`src/rtl/add2_accum_pkg.sv`:
```
// Shared definitions for the 2-bit-adder result accumulator:
// FSM state encoding and the counter-width helper.
package add2_accum_pkg;

    localparam logic [1:0] IDLE_ENC = 2'd0;
    localparam logic [1:0] ACC_ENC  = 2'd1;
    localparam logic [1:0] DONE_ENC = 2'd2;

    typedef enum logic [1:0] {
        IDLE = IDLE_ENC,
        ACC  = ACC_ENC,
        DONE = DONE_ENC
    } state_e;

    // Ceiling log2. The caller passes N_SAMPLES+1 (>= 2), so the result is >= 1.
    function automatic int clog2(input int value);
        int result;
        int v;
        result = 0;
        v = value - 1;
        while (v > 0) begin
            result = result + 1;
            v = v >> 1;
        end
        return result;
    endfunction

endpackage

```
`src/rtl/add2_accum.sv`:
```
// Accumulates N_SAMPLES {cout, sum} adder results into a saturating total
// and presents that total on a valid/ready output handshake.
module add2_accum
    import add2_accum_pkg::*;
#(
    parameter  int N_SAMPLES = 8,
    parameter  int ACC_W     = 8,
    localparam int CNT_W     = clog2(N_SAMPLES + 1)
) (
    input  logic             clk,
    input  logic             rst,
    input  logic             start,
    input  logic             in_valid,
    input  logic [1:0]       sum,
    input  logic             cout,
    output logic             in_ready,
    output logic             out_valid,
    input  logic             out_ready,
    output logic [ACC_W-1:0] acc_out,
    output logic             ovf,
    output logic             busy,
    output logic [CNT_W-1:0] sample_cnt
);

    localparam logic [ACC_W-1:0] ACC_MAX  = '1;
    localparam logic [CNT_W-1:0] LAST_CNT = CNT_W'(N_SAMPLES - 1);

    state_e           state_q, state_d;
    logic [ACC_W-1:0] acc_q, acc_d;
    logic             ovf_q, ovf_d;
    logic [CNT_W-1:0] cnt_q, cnt_d;
    logic [ACC_W:0]   sum_ext;

    // One extra bit catches the carry that signals saturation.
    assign sum_ext = {1'b0, acc_q} + (ACC_W + 1)'({cout, sum});

    always_comb begin
        // NOTE: every signal driven here gets a default first, so no path leaves it unassigned and no latch is inferred.
        state_d = state_q;
        acc_d   = acc_q;
        ovf_d   = ovf_q;
        cnt_d   = cnt_q;

        unique case (state_q)
            IDLE: begin
                if (start) begin
                    acc_d   = '0;
                    ovf_d   = 1'b0;
                    cnt_d   = '0;
                    state_d = ACC;
                end
            end
            ACC: begin
                if (in_valid) begin
                    if (sum_ext[ACC_W]) begin
                        acc_d = ACC_MAX;
                        ovf_d = 1'b1;
                    end else begin
                        acc_d = sum_ext[ACC_W-1:0];
                    end
                    cnt_d = cnt_q + 1'b1;
                    if (cnt_q == LAST_CNT) begin
                        state_d = DONE;
                    end
                end
            end
            DONE: begin
                if (out_ready) begin
                    state_d = IDLE;
                end
            end
            default: state_d = IDLE;
        endcase
    end

    always_ff @(posedge clk or posedge rst) begin
        // NOTE: state updates use non-blocking assignments so every flop samples pre-edge values.
        if (rst) begin
            state_q <= IDLE;
            acc_q   <= '0;
            ovf_q   <= 1'b0;
            cnt_q   <= '0;
        end else begin
            state_q <= state_d;
            acc_q   <= acc_d;
            ovf_q   <= ovf_d;
            cnt_q   <= cnt_d;
        end
    end

    // Handshake flags decode from state alone, keeping inputs off every output path.
    assign in_ready   = (state_q == ACC);
    assign out_valid  = (state_q == DONE);
    assign busy       = (state_q != IDLE);
    assign acc_out    = acc_q;
    assign ovf        = ovf_q;
    assign sample_cnt = cnt_q;

endmodule

```
`config.mk`:
```
export PLATFORM = sky130hd
export DESIGN_NAME = add2_accum
export DESIGN_NICKNAME = d
export VERILOG_FILES = /design/src/rtl/add2_accum_pkg.sv /design/src/rtl/add2_accum.sv
export SDC_FILE = /design/constraint.sdc
export NUM_CORES = 1
export LEC_CHECK = 0
export ABC_CLOCK_PERIOD_IN_PS = 1840
export CELL_PAD_IN_SITES_DETAIL_PLACEMENT = 1
export CELL_PAD_IN_SITES_GLOBAL_PLACEMENT = 2
export CORE_MARGIN = 2
export CORE_UTILIZATION = 25
export CTS_CLUSTER_DIAMETER = 30
export DETAILED_ROUTE_END_ITERATION = 7
export PLACE_DENSITY = 0.75
export SLEW_MARGIN = 20
export SYNTH_ARGS = -nofsm -noshare
export SYNTH_HDL_FRONTEND = slang
export SYNTH_SLANG_ARGS = --single-unit
```
`constraint.sdc`:
```
create_clock -name clk -period 1.84 [get_ports clk]
set_input_delay 0.552 -clock clk [delete_from_list [all_inputs] [get_ports clk]]
set_output_delay 0.552 -clock clk [all_outputs]
set_load 0.005 [all_outputs]
```
==> results of run 1 <==
-- sequential cells by signal, summed over array words and instances, names as in the netlist --
| name | flops |
|---|---|
| ovf | 1 |
| state_q | 2 |
| acc_out | 8 |
| sample_cnt | 4 |
-- final cells by class --
cell class / count / area [µm²]
well taps: 46 / 57.6
multi-input cells: 61 / 488
inverters: 3 / 11.3
repair buffers: 50 / 420
clock buffers: 4 / 26.3
fillers: 411 / 1950
flip-flops and latches: 15 / 379
-- through the flow --
| step | instance area [µm²] | util (%) | TNS (ns) |
|---|---|---|---|
| floorplan | 882 | - | -0.496 |
| global placement | 1280 | 38.4 | -5.36 |
| detailed placement | 1280 | 38.4 | -6.05 |
| CTS | 1330 | 39.8 | 0 |
| global route | 1380 | 41.4 | -0.289 |
| finish | 1380 | 41.4 | 0 |
-- Yosys cell counts (all sizes together) (2+ instances only) --
library cell / count / area (µm²)
a21o: 2 / 15.0
nand3: 4 / 20.0
a211o: 2 / 17.5
nor3b: 2 / 31.3
nand4: 2 / 12.5
and3b: 2 / 17.5
a221o: 3 / 30.0
nor2: 6 / 30.0
nor3: 3 / 15.0
o21ai: 6 / 30.0
inv: 3 / 11.3
nand2: 6 / 22.5
ha: 4 / 50.1
xor2: 2 / 17.5
a21oi: 3 / 15.0
o211ai: 2 / 15.0
dfrtp: 15 / 375
buf: 2 / 22.5
-- power groups by stage --
stage / logic, µW / registers, µW / clock network (µW)
floorplan: 420 / 559 / 0
global placement: 911 / 559 / 0
detailed placement: 942 / 568 / 0
CTS: 973 / 564 / 207
global route: 1150 / 566 / 219
finish: 1040 / 549 / 192
-- per-layer routing --
layer  vias up  routed length, µm  global-route usage (%)
li1        408                  -                       -
met1       423               1070                    16.3
met2        24               1290                    23.0
met3         2                 96                    2.16
met4         0                 19                    5.00
met5         -                  0                       0
-- cell families after synthesis --
kind of cell,synth area share (%)
AND/OR/NAND/NOR,23.7
AO/OA/AOI/OAI,19.0
flip-flops,43.3
buffers and inverters,3.90
adder cells (fa/ha/maj),8.08
XOR/XNOR,2.02
-- worst paths after layout --
check | startpoint | end | slack [ns]
worst max-delay path | acc_out[7] | acc_out[7] | 0.008
worst min-delay path | ovf | ovf | 0.51
worst max register to register | acc_out[0] | acc_out[2] | 0.008
worst min register to register | ovf | ovf | 0.51
max in group asynchronous | rst | sample_cnt[2] | 1.06
min in group asynchronous | rst | state_q[0] | 0.58
-- repair_timing --
action	CTS	global route
buffers inserted	3	6
setup endpoints to repair	14	17
pin swaps	5	0
gates resized for setup	14	7
==> impl_metrics.ini, run 1 <==
[yosys]
avgSynthCellArea_um2 = 10.7
synthesis.nets = 94
synth-seq-area-share_pct = 43.3
synth_top_flop_cell = dfrtp_1
ys_async_sr_fraction_pct = 100
ys_seq_elements = 15
mappedNetlistArea_um2 = 867
synthesis.instances = 81
ys.warnings.count = 0
number_of_flops_mapped_to_enable_cells_by_yosys = 0
yosys.cell_types.count = 33

[cts]
cts.path.max_buffers = 2
cts_hold_buf = 0
clock-root-buffer = clkbuf_4
cts_clk_pin_slew_worst_paths_ns = 0.09
clock_sink_count = 15
cts_htree_levels = 1
clock_insertion_delay_worst_skew_ns = 0.28
clock_tree_from_tritoncts = done
numCtsBuffers = 3

[setup_path]
crit_family = buffers and inverters
critical_path_class = flop to output port
cp-end-kind = output port
critPathBufInv = 1
required_time_of_the_critical_path_ns = 1.29
timing.critical_path.depth = 1
critical_path.startpoint_type = flop
cp_cell_sequence = clkdlybuf4s50_1
r2r_cells = 6
crit_arrival_ns = 1.28
worst_stage_delay_on_the_critical_path_ns = 0.54
worst_path_max_delay_cell = clkdlybuf4s50_1
cp_max_fo = 6

[timing]
final_period_minus_worst_setup_slack_ns = 1.83
finalHoldViolations = 0
max_clock_freq_mhz = 546
setup_viol = 0
layout_worst_path_cycle_share_pct = 99.6
worst_slew_pin_slew_ns = 0.295
hold_ws_ns = 0.513
layout_setup_ws_ns = 0.00775
grt_setup_unrepaired = true
max-slew-margin-rel_pct = 80.2
final_max_slew_viol_count = 0
setup_skew_after_layout_ns = 0.00656

[floorplan]
chipHeight_um = 62.9
initial_utilization_pct = 26.0
io_pins = 24
horizontal_die_dimension_um = 62.9
full_die_area_um2 = 3960
placement_rows = 21
fp.coreArea_um2 = 3340

[place]
preCtsSetupSlack_ns = -0.695
placed_cells = 166
port_buffers = 23
dpl.hpwl_mm = 1.90
gp_congestion = 0.821

[global_routing]
grt_max_degree = 16
grt_first_pass_wirelength_mm = 4.13
total_grt_overflow = 0
grt_use_total_pct = 13.2
first_global_vias = 847
grt_antenna_before_repair = 0

[layout]
drive_gt1_share_pct = 36.1
most_frequent_standard_cell_in_the_layout_excluding_fill_and_tap_cells = buf_4
final_net_count = 147
most-common-layout-cells = 26 x buf_4, 16 x clkdlybuf4s50_1, 12 x dfrtp_1, 6 x nand2_1, 5 x dlygate4sd2_1
areaGrowthSynthToFinish_pct = 59.5
insertedDiodeCount = 0
final_cells = 179

[job]
timing.max_cap.violations = 0

[routing]
drtPass1Iterations = 4
routed_via_density = 4.79
drt_drc_violations_left = 0
drt-wirelength-per-cell_um = 13.8
first_iter_violations = 9
route.antenna.remaining_nets = 0
detail_route.wirelength_mm = 2.47
vias = 857

[status]
status = finished clean

[power_and_ir_drop]
pwr-share-clk_pct = 10.8
power.density_nw_per_um2 = 1290
comb_power_share_pct = 58.3
finalPower_uw = 1780
max-vdd-ir-drop_uv = 398
cell_internal_pwr_uw = 1150
seq_power_share_pct = 30.9
power.static_leakage_uw = 0.000656
netSwitchingPower_uw = 632
switching_share_pct = 35.5

[min_path]
path_type_of_the_worst_min_delay_path = flop to flop
hold_depth = 1
Note: power is estimated with default switching activity, not from simulation.
==> run 2, diff against run 1 <==
--- a/config.mk
+++ b/config.mk
@@ -12,6 +12,7 @@
 export CORE_UTILIZATION = 25
 export CTS_CLUSTER_DIAMETER = 30
 export DETAILED_ROUTE_END_ITERATION = 7
+export MAX_ROUTING_LAYER = met4
 export PLACE_DENSITY = 0.75
 export SLEW_MARGIN = 20
 export SYNTH_ARGS = -nofsm -noshare
==> impl_metrics.ini, run 2 (synthesis results as in run 1) <==
[power_and_ir_drop]
netSwitchingPower_uw = 630
pwr-share-clk_pct = 10.8
power.density_nw_per_um2 = 1300
switching_share_pct = 35.5
max-vdd-ir-drop_uv = 398
seq_power_share_pct = 31.0
power.static_leakage_uw = 0.000645
cell_internal_pwr_uw = 1140
comb_power_share_pct = 58.2

[setup_path]
required_time_of_the_critical_path_ns = 1.29
critPathBufInv = 1
timing.critical_path.depth = 1
crit_arrival_ns = 1.28
r2r_cells = 6
cp_max_fo = 6
worst_path_max_delay_cell = clkdlybuf4s50_1
crit_family = buffers and inverters
cp-end-kind = output port
critical_path.startpoint_type = flop
critical_path_class = flop to output port
worst_stage_delay_on_the_critical_path_ns = 0.54
cp_cell_sequence = clkdlybuf4s50_1

[layout]
sequential_cell_area_um2 = 379
max_ffs_per_register = 8
most-common-layout-cells = 24 x buf_4, 16 x clkdlybuf4s50_1, 12 x dfrtp_1, 6 x nand2_1, 5 x dlygate4sd2_1
areaGrowthSynthToFinish_pct = 57.7
insertedDiodeCount = 0
final_net_count = 145
multiInputGateArea_um2 = 488
most_frequent_standard_cell_in_the_layout_excluding_fill_and_tap_cells = buf_4
drive_gt1_share_pct = 35.1
num-fill-cells = 411

[timing]
setup_skew_after_layout_ns = 0.00605
final_period_minus_worst_setup_slack_ns = 1.83
max_clock_freq_mhz = 545
max-slew-margin-rel_pct = 80.0
grt_setup_unrepaired = true
layout_worst_path_cycle_share_pct = 99.7
final_max_slew_viol_count = 0
final.setup.tns_ns = 0
finalHoldViolations = 0
setup_viol = 0
worst_slew_pin_slew_ns = 0.298
hold_ws_ns = 0.513

[global_routing]
first_global_vias = 839
global_route.usage.met2_pct = 23.0
met1_resource_use_gr_pct = 16.5
total_grt_overflow = 0
grt_most_used_layer = met2
grt_antenna_before_repair = 0
grt_first_pass_wirelength_mm = 4.13
grt_max_degree = 16
grt_use_total_pct = 13.7
grtUsageMet3_pct = 2.16

[cts]
cts_hold_buf = 0
cts_htree_levels = 1
cts.path.max_buffers = 2
clock_insertion_delay_worst_skew_ns = 0.28
cts_clk_pin_slew_worst_paths_ns = 0.09
clock_tree_from_tritoncts = done
clock-root-buffer = clkbuf_4
numCtsBuffers = 3
clock_sink_count = 15

[floorplan]
chipHeight_um = 62.9
io_pins = 24
full_die_area_um2 = 3960
fp.coreArea_um2 = 3340
horizontal_die_dimension_um = 62.9
placement_rows = 21
initial_utilization_pct = 26.0

[routing]
drt-wirelength-per-cell_um = 13.9
first_iter_violations = 12
detail_route.wirelength_mm = 2.46
drtPass1Iterations = 4
vias = 842
routed_via_density = 4.76
drt_drc_violations_left = 0
route.antenna.remaining_nets = 0

[place]
gp_congestion = 0.833
dpl.hpwl_mm = 1.90
port_buffers = 23

[job]
timing.max_cap.violations = 0

[status]
status = finished clean

[min_path]
path_type_of_the_worst_min_delay_path = flop to flop
hold_depth = 1
[run 2: timing repair]
| action | in CTS | in global routing |
|---|---|---|
| pin swaps | 5 | 0 |
| buffers inserted | 3 | 4 |
| resized for setup | 14 | 7 |
| endpoints found under the setup margin | 14 | 17 |
| endpoints found under the hold margin | 0 | 0 |
[run 2: power by group through the flow]
stage	registers (µW)	logic, µW	clock network (µW)
global placement	559	911	0
floorplan	559	420	0
detailed placement	568	942	0
CTS	564	973	207
finish	549	1030	192
global route	567	1150	218
[run 2: area by class of cell]
class | count | share of cell area [%]
Clock buffer | 4 | 1.92
Multi-Input combinational cell | 61 | 35.7
Inverter | 3 | 0.823
Tap cell | 46 | 4.21
Timing Repair Buffer | 48 | 29.6
Sequential cell | 15 | 27.7
[run 2: stage by stage]
step / std cells / instance area (µm²) / power, µW / util, % / setup slack [ns]
2_1_floorplan: 81 / 882 / 979 / - / -0.123
3_3_place_gp: 166 / 1280 / 1470 / 38.4 / -0.609
3_5_place_dp: 166 / 1280 / 1510 / 38.4 / -0.695
4_1_cts: 173 / 1330 / 1740 / 39.8 / 0.0000339
5_1_grt: 177 / 1370 / 1930 / 41.0 / -0.0853
6_report: 177 / 1370 / 1770 / 41.0 / 0.00512
[run 2: final timing paths]
check                      startpoint  slack (ns)            end
setup reg to reg           acc_out[0]       0.005     acc_out[2]
max in group asynchronous         rst        1.05  sample_cnt[2]
hold reg to reg                   ovf        0.51            ovf
setup / recovery           acc_out[7]       0.005     acc_out[7]
min in group asynchronous         rst        0.58     acc_out[1]
hold / removal                    ovf        0.51            ovf
[run 2: metal layers]
layer | wire length [µm] | part of all wire [%] | vias to the layer above
li1 | - | - | 406
met1 | 1080 | 44 | 416
met2 | 1280 | 52 | 18
met3 | 81 | 3.3 | 2
met4 | 20 | 0.81 | 0
met5 | 0 | 0 | -
==> run 3, diff against run 2 <==
--- a/config.mk
+++ b/config.mk
@@ -6,14 +6,13 @@
 export NUM_CORES = 1
 export LEC_CHECK = 0
 export ABC_CLOCK_PERIOD_IN_PS = 1840
-export CELL_PAD_IN_SITES_DETAIL_PLACEMENT = 1
-export CELL_PAD_IN_SITES_GLOBAL_PLACEMENT = 2
 export CORE_MARGIN = 2
 export CORE_UTILIZATION = 25
 export CTS_CLUSTER_DIAMETER = 30
 export DETAILED_ROUTE_END_ITERATION = 7
 export MAX_ROUTING_LAYER = met4
-export PLACE_DENSITY = 0.75
+export PLACE_DENSITY = 0.53
+export SKIP_LAST_GASP = 1
 export SLEW_MARGIN = 20
 export SYNTH_ARGS = -nofsm -noshare
 export SYNTH_HDL_FRONTEND = slang
==> impl_metrics.ini, run 3 (synthesis results as in run 1) <==
[floorplan]
full_die_area_um2 = 3960
chipHeight_um = 62.9
io_pins = 24
fp.coreArea_um2 = 3340
initial_utilization_pct = 26.0
horizontal_die_dimension_um = 62.9
placement_rows = 21

[setup_path]
crit_family = adder cells
reg2reg_slack_ns = 0.05
critical_path.startpoint_type = primary input
critPathBufInv = 1
cp_max_fo = 5
cp-end-kind = flop
cp_cell_sequence = clkdlybuf4s15_2 > ha_4 > fa_2 > a21o_1 > nor3b_4 > and3_4 > a221o_1
r2r_cells = 6
r2r_start = acc_out[0]
worst_stage_delay_on_the_critical_path_ns = 0.34
crit_arrival_ns = 2.02
required_time_of_the_critical_path_ns = 2.01
worst_r2r_endpoint = acc_out[2]
critical_path_class = primary input to flop
worst_path_max_delay_cell = fa_2

[global_routing]
first_global_vias = 832
grt_use_total_pct = 12.4
total_grt_overflow = 0
grt_max_degree = 16
grt_antenna_before_repair = 0
grt_first_pass_wirelength_mm = 3.80

[routing]
detail_route.wirelength_mm = 2.17
first_iter_violations = 16
routed_via_density = 4.64
drt-wirelength-per-cell_um = 12.0
route.antenna.remaining_nets = 0
vias = 839
drtPass1Iterations = 4
drt_drc_violations_left = 0

[cts]
clock_tree_from_tritoncts = done
cts_hold_buf = 0
clock-root-buffer = clkbuf_4
cts_clk_pin_slew_worst_paths_ns = 0.09
clock_sink_count = 15
cts.path.max_buffers = 2
clock_insertion_delay_worst_skew_ns = 0.28
cts_htree_levels = 1
numCtsBuffers = 3

[layout]
insertedDiodeCount = 0
max_ffs_per_register = 8
areaGrowthSynthToFinish_pct = 61.6
final_cells = 181
num-fill-cells = 345
multiInputGateArea_um2 = 480
sequential_cell_area_um2 = 379
final_net_count = 149
drive_gt1_share_pct = 34.1
most-common-layout-cells = 29 x buf_4, 16 x clkdlybuf4s50_1, 12 x dfrtp_1, 6 x nand2_1
most_frequent_standard_cell_in_the_layout_excluding_fill_and_tap_cells = buf_4

[timing]
grt_setup_unrepaired = true
final_max_slew_viol_count = 0
finalHoldViolations = 0
final_period_minus_worst_setup_slack_ns = 1.85
worst_slew_pin_slew_ns = 0.266
layout_setup_ws_ns = -0.00675
layout_worst_path_cycle_share_pct = 100
max_clock_freq_mhz = 541
max-slew-margin-rel_pct = 82.2
setup_skew_after_layout_ns = 0.00589
hold_ws_ns = 0.532
setup_viol = 1

[place]
port_buffers = 23
placed_cells = 164
gp_congestion = 0.851
dpl.hpwl_mm = 1.64

[status]
status = finished with violations
violations = setup timing

[power_and_ir_drop]
finalPower_uw = 1780
power.density_nw_per_um2 = 1270
power.static_leakage_uw = 0.000679
max-vdd-ir-drop_uv = 456

[min_path]
worst_hold_startpoint = ovf
path_type_of_the_worst_min_delay_path = flop to flop
hold_depth = 1
worst_hold_path.endpoint = ovf

[job]
timing.max_cap.violations = 0
-- run 3: repair_timing --
item | 4_1_cts | 5_1_grt
pin swaps | 4 | 0
endpoints found under the setup margin | 14 | 10
resized for setup | 10 | 5
setup buffers | 9 | 4
-- run 3: worst register-to-register path: cells and delay by family, from the launching register on --
family                     cells  cell delay [ns]
AOI/OAI and AO/OA              2             0.45
adders and majority gates      2             0.51
DFF                            1             0.41
and+or+nand+nor                2             0.31
-- run 3: area by class of cell --
class	instances	area share (%)
inverter	3	0.804
multi-input combinational	61	34.3
timing repair buffer	52	31.9
sequential	15	27.1
clock buffer	4	1.88
tap	46	4.11
-- run 3: routing by layer --
layer / wire (µm) / share of wire [%] / GRT usage (%)
met3: 85 / 3.9 / 3.78
met2: 1060 / 49 / 19.4
met4: 23 / 1.1 / 3.33
met5: 0 / 0 / -
met1: 1010 / 46 / 15.6
-- run 3: stage by stage --
step / utilization, % / setup TNS, ns / setup WS [ns] / area (µm²)
floorplan: - / -0.496 / -0.123 / 882
global placement: 38.0 / -5.40 / -0.614 / 1270
detailed placement: 38.0 / -5.60 / -0.649 / 1270
CTS: 40.8 / -0.00945 / -0.00491 / 1360
global route: 42.0 / -0.0816 / -0.0257 / 1400
finish: 42.0 / -0.00675 / -0.00675 / 1400
-- run 3: report_power, final --
part,internal (µW),switching (µW)
Clock,84.1,101
Combinational,648,407
Sequential,435,106
-- run 3: worst max-delay path by stage --
stage	startpoint	endpoint	slack [ns]	cells after the start
after floorplan	sum[0]	acc_out[2]	-0.12	6
final	sum[0]	acc_out[2]	-0.007	7
after CTS	sum[0]	acc_out[2]	-0.005	7
after global routing	sum[0]	acc_out[4]	-0.03	8
after detailed placement	sum[0]	acc_out[2]	-0.65	7
after global placement	sum[0]	acc_out[2]	-0.61	7
==> variant 1, RTL diff (flow settings as in run 2) <==
Change the parameter `N_SAMPLES` from 8 to 9.
--- a/src/rtl/add2_accum.sv
+++ b/src/rtl/add2_accum.sv
@@ -5,3 +5,3 @@
 #(
-    parameter  int N_SAMPLES = 8,
+    parameter  int N_SAMPLES = 9,
     parameter  int ACC_W     = 8,
Check against the original RTL: not equivalent (a bounded check fails within 10 cycles, from zero or initial values and one cycle with rst high).
==> variant 1 against run 2 <==
- clock power is 4% higher
- area after synthesis grew 0.72%
- power increased by 1.7%
- wire length rose by 0.49%
- sequential cell count unchanged
- setup slack better by 0.055 ns
- utilization rose by 1.8 points
- cell count is 2.8% higher
- critical endpoint is now sample_cnt[0]
- cell area increased by 4.3%
- largest cell class unchanged
- critical path depth unchanged
- non-clock buffer count decreased by 2
- clock skew is 0.0048 ns lower
==> variant 1: results (changes against run 2) <==
Synthesis
  – Synthesized area per cell: 10.0 sq um (-6.2%)
  – Area contributors post-synth: dfrtp_1, ha_1, nand2_1
  – Sequential area share after synthesis: 43.0% (-0.31 points)
  – Ys async rst share: 100% (unchanged)
  – Post-synth top cells: dfrtp_1, nand2_1, inv_1
  – Synth unique cells: 33 (unchanged)
  – Net Count, Synth: 101 (+7.4%)

Global routing
  – Tot GR Track Use: 13.8% (+0.17 points)
  – Vias in the first global route: 937 (+12%)
  – Largest net degree at the start of global routing: 16 (unchanged)
  – Antenna violations before repair: 0 (unchanged)
  – Global-route wire length before repair: 4240 um (+2.7%)

Pwr
  – Static leakage: 0.677 nW (+4.9%)
  – Worst VDD drop: 0.000425 V (+6.7%)

Route
  – Vias per cell: 4.67 (-1.8%)
  – Drt total wl: 2470 um (+0.49%)
  – Initial DRC count: 21 (+9)
  – Vias: 850 (+0.95%)

Timing
  – FMAX: 0.562 GHz (+3.1%)
  – Clock skew: 0.00128 ns (-0.00478 ns)
  – Worst-Margin Slew: 0.264 ns (-0.0342 ns)

Finish
  – Max FFs per register: 8 (unchanged)
  – # diodes: 0 (unchanged)
  – FILL cells: 400 (-2.7%)
  – Share of layout cells above drive strength 1: 33.8% (-1.3 points)
  – Nets@finish: 151 (+4.1%)

Worst hold path
  – Worst Min Path Start: ovf
  – Worst Hold Class: flop to flop

Setup path
  – R2R depth: 7 (+1)
  – Max FO, Critical Path: 6 (unchanged)
  – RR Startpoint: acc_out[0]
  – Flop2flop setup slack: 0.16 ns (+0.15 ns)
  – RR Endpoint: acc_out[6]
  – Top Family by Delay on Critical Path: buffers and inverters
  – Critical Path End: sample_cnt[0]
  – Max incr delay on CP: 0.52 ns (-0.02 ns)
  – Setup crit start: sample_cnt[0]
  – CP arrival: 1.23 ns (-0.05 ns)

Clock network
  – Deepest clock path buffer count: 2 (unchanged)
  – Number of buffers created by CTS: 3 (unchanged)
  – Root Buffer: clkbuf_4
  – Clk_lat worst skew: 0.29 ns

Placement
  – HPWL Detailed: 1780 um (-6.3%)
  – Dpl ws: -0.466 ns (+0.229 ns)
  – Placed cell count: 169 (+1.8%)
  – GP Congestion: 0.748 (-10%)

Outcome
  – Status: complete, no violations
==> variant 1: how the worst min path moves through the flow <==
| stage | endpoint | cells after the start | slack [ns] |
|---|---|---|---|
| after floorplan | acc_out[0] | 1 | 0.45 |
| after global placement | ovf | 2 | 0.51 |
| after detailed placement | ovf | 2 | 0.52 |
| after CTS | ovf | 2 | 0.54 |
| after global routing | ovf | 2 | 0.57 |
| final | ovf | 2 | 0.53 |
==> variant 1: layout make-up <==
class                      instances  share of cell area (%)
timing repair buffer              46                    28.9
tap                               46                    4.04
multi-input combinational         63                    36.2
sequential                        15                    26.8
inverter                           8                    2.11
clock inverter                     1                   0.351
clock buffer                       3                    1.58
==> variant 1: routing by layer <==
layer | up-vias | routed length [um] | global-route usage (%)
li1 | 405 | - | -
met1 | 429 | 1110 | 15.5
met2 | 14 | 1270 | 23.8
met3 | 2 | 61 | 2.14
met4 | 0 | 28 | 7.22
met5 | - | 0 | -
==> variant 1: what timing repair did <==
item / CTS / global route
pin swaps: 5 / 3
resized for setup: 8 / 16
setup endpoints to repair: 14 / 16
gates cloned: 0 / 0
setup buffers: 1 / 8
==> variant 1: logic make-up after synthesis <==
group	count (synthesis)	share of synthesized area [%]
AO/OA/AOI/OAI	20	15.8
XOR/XNOR	3	3.01
adder cells (fa/ha/maj)	6	9.46
buffers and inverters	9	4.30
flip-flops	15	43.0
multiplexers	1	1.15
AND/OR/NAND/NOR	33	23.4
==> variant 1: through the flow <==
stage / cell area [sq um] / util (%) / hold WS [ns]
floorplan: 877 / - / 0.453
global placement: 1260 / 37.8 / 0.513
detailed placement: 1260 / 37.8 / 0.521
CTS: 1310 / 39.2 / 0.539
global route: 1430 / 42.7 / 0.567
finish: 1430 / 42.7 / 0.532
==> variant 1: worst register-to-register path, stage by stage (launching register included) <==
cell and delay (ns):
dfrtp_1 0.41, ha_2 0.20, fa_2 0.41, a21oi_2 0.16, buf_4 0.14, nor4_4 0.04
mux2i_1 0.15, nor2_1 0.06
==> variant 1: where the power goes <==
part | internal (W) | total [W] | switching [W]
Sequential | 0.000440 | 0.000543 | 0.000103
Clock | 0.0000808 | 0.000199 | 0.000118
Combinational | 0.000602 | 0.00106 | 0.000461
Total | 0.00112 | 0.00180 | 0.000681
==> variant 2, RTL diff (settings of run 2) <==
Without the edit above. Register the output `sample_cnt` once more, without a reset; this adds one clock of latency there. The other outputs are not delayed to match.
--- a/src/rtl/add2_accum.sv
+++ b/src/rtl/add2_accum.sv
@@ -96,3 +96,5 @@
     assign ovf        = ovf_q;
-    assign sample_cnt = cnt_q;
+    always_ff @(posedge clk) begin
+        sample_cnt <= cnt_q;
+    end
 
Function: changed (a bounded check fails within 4 cycles, from zero or initial values and one cycle with rst high).
==> variant 2 against run 2 <==
- the flow now finishes with violations (negative setup slack)
- utilization increased by 2.9 points
- cell area grew 9.7%
- setup slack worse by 0.0083 ns
- clock power is 14% higher
- wire length up 10%
- power is 13% higher
- area after synthesis rose by 4.2%
- combinational power up 8%
- sequential cell count grew 4
- critical endpoint is now acc_out[0]
- largest power group unchanged
==> variant 2: results (changes against run 2) <==
Outcome
  – Status: complete, but fails checks
  – Failing checks: negative setup slack

Synthesis
  – Ys async rst share: 78.9% (-21 points)
  – Sequential area share after synthesis: 50.4% (+7.1 points)
  – Synth unique cells: 32 (-3.0%)
  – Synthesized area per cell: 11.2 sq um (+4.2%)
  – Area contributors post-synth: dfrtp_1, dfxtp_1, ha_1

Finish
  – Layout clock area frac: 1.75% (-0.17 points)
  – Non-clk invs: 6 (+3)
  – Share of layout cells above drive strength 1: 35.0% (-0.078 points)
  – Multi-input logic portion of the cell area: 32.0% (-3.7 points)
  – Post-route insts no fill: 183 (+3.4%)
  – Multi-input gate area: 480 sq um (-1.5%)
  – #MultiIn Comb: 55 (-9.8%)
  – Register Area: 459 sq um (+21%)
  – Non-CTS buffers: 53 (+10%)
  – FILL cells: 390 (-5.1%)

Timing
  – Final setup viols: 2 (+2)
  – Clock skew: 0.00432 ns (-0.00174 ns)
  – Setup TNS: -0.00505 ns (-0.00505 ns)
  – Worst slew margin: 73.8% (-6.2 points)
  – Worst setup margin: -0.00319 ns (-0.00831 ns)

Setup path
  – Top Family by Delay on Critical Path: adder cells
  – CP arrival: 2.04 ns (+0.76 ns)
  – Max incr delay on CP: 0.39 ns (-0.15 ns)

Placement
  – GP Congestion: 0.777 (-6.8%)
  – Cell Area, Placed: 0.00133 sq mm (+3.9%)
  – Dpl ws: -0.564 ns (+0.131 ns)
  – HPWL Detailed: 1830 um (-3.7%)
  – Placed cell count: 165 (-0.60%)

Pwr
  – Static leakage: 0.721 nW (+12%)
  – Worst VDD drop: 0.000486 V (+22%)

Clock network
  – Post-CTS Resized: 10 (-4)
  – Clk slew on worst S/H paths: 0.11 ns (+0.02 ns)
  – Clock tree sinks: 19 (+4)
  – Clk_lat worst skew: 0.30 ns (+0.02 ns)

Global routing
  – Tot GR Track Use: 13.8% (+0.091 points)
  – Global-route track usage on met1: 16.9% (+0.44 points)
  – Global-route wire length before repair: 4280 um (+3.5%)
  – Vias in the first global route: 904 (+7.7%)

Route
  – Initial DRC count: 16 (+4)
  – Vias per cell: 4.72 (-0.75%)
  – Met3 WL: 66 um (-19%)
  – Drt total wl: 2720 um (+10%)
  – Metal-1 WL: 1150 um (+7.0%)
  – First-pass iteration count of the detailed router: 3 (-1)

Worst hold path
  – Worst Min Path Start: cnt_q[3]

Floorplanning
  – Die width: 64.1 um (+1.9%)
-- variant 2: final timing paths --
check / endpoint / slack, ns / depth (start not counted)
setup / recovery: acc_out[0] / -0.003 / 7
hold / removal: sample_cnt[3] / 0.44 / 0
min in group asynchronous: cnt_q[2] / 0.55 / 3
hold reg to reg: sample_cnt[3] / 0.44 / 0
max in group asynchronous: acc_out[2] / 1.09 / 3
setup reg to reg: acc_out[0] / -0.003 / 7
-- variant 2: power breakdown --
part | switching, W | leakage (nW) | internal (W)
Sequential | 0.000118 | 0.222 | 0.000566
Combinational | 0.000462 | 0.484 | 0.000646
Clock | 0.000133 | 0.0150 | 0.0000845
Total | 0.000713 | 0.721 | 0.00130
-- variant 2: kinds of logic (layout without fill, tap and decap cells) --
logic type      count (synthesis)  count (layout)  synth area share, %
xor+xnor                        3               3                 2.91
simple gates                   29              29                 21.1
flops                          19              19                 50.4
fa+ha+maj                       5               5                 7.76
buf+inv                         7              63                 3.05
compound gates                 18              18                 14.8
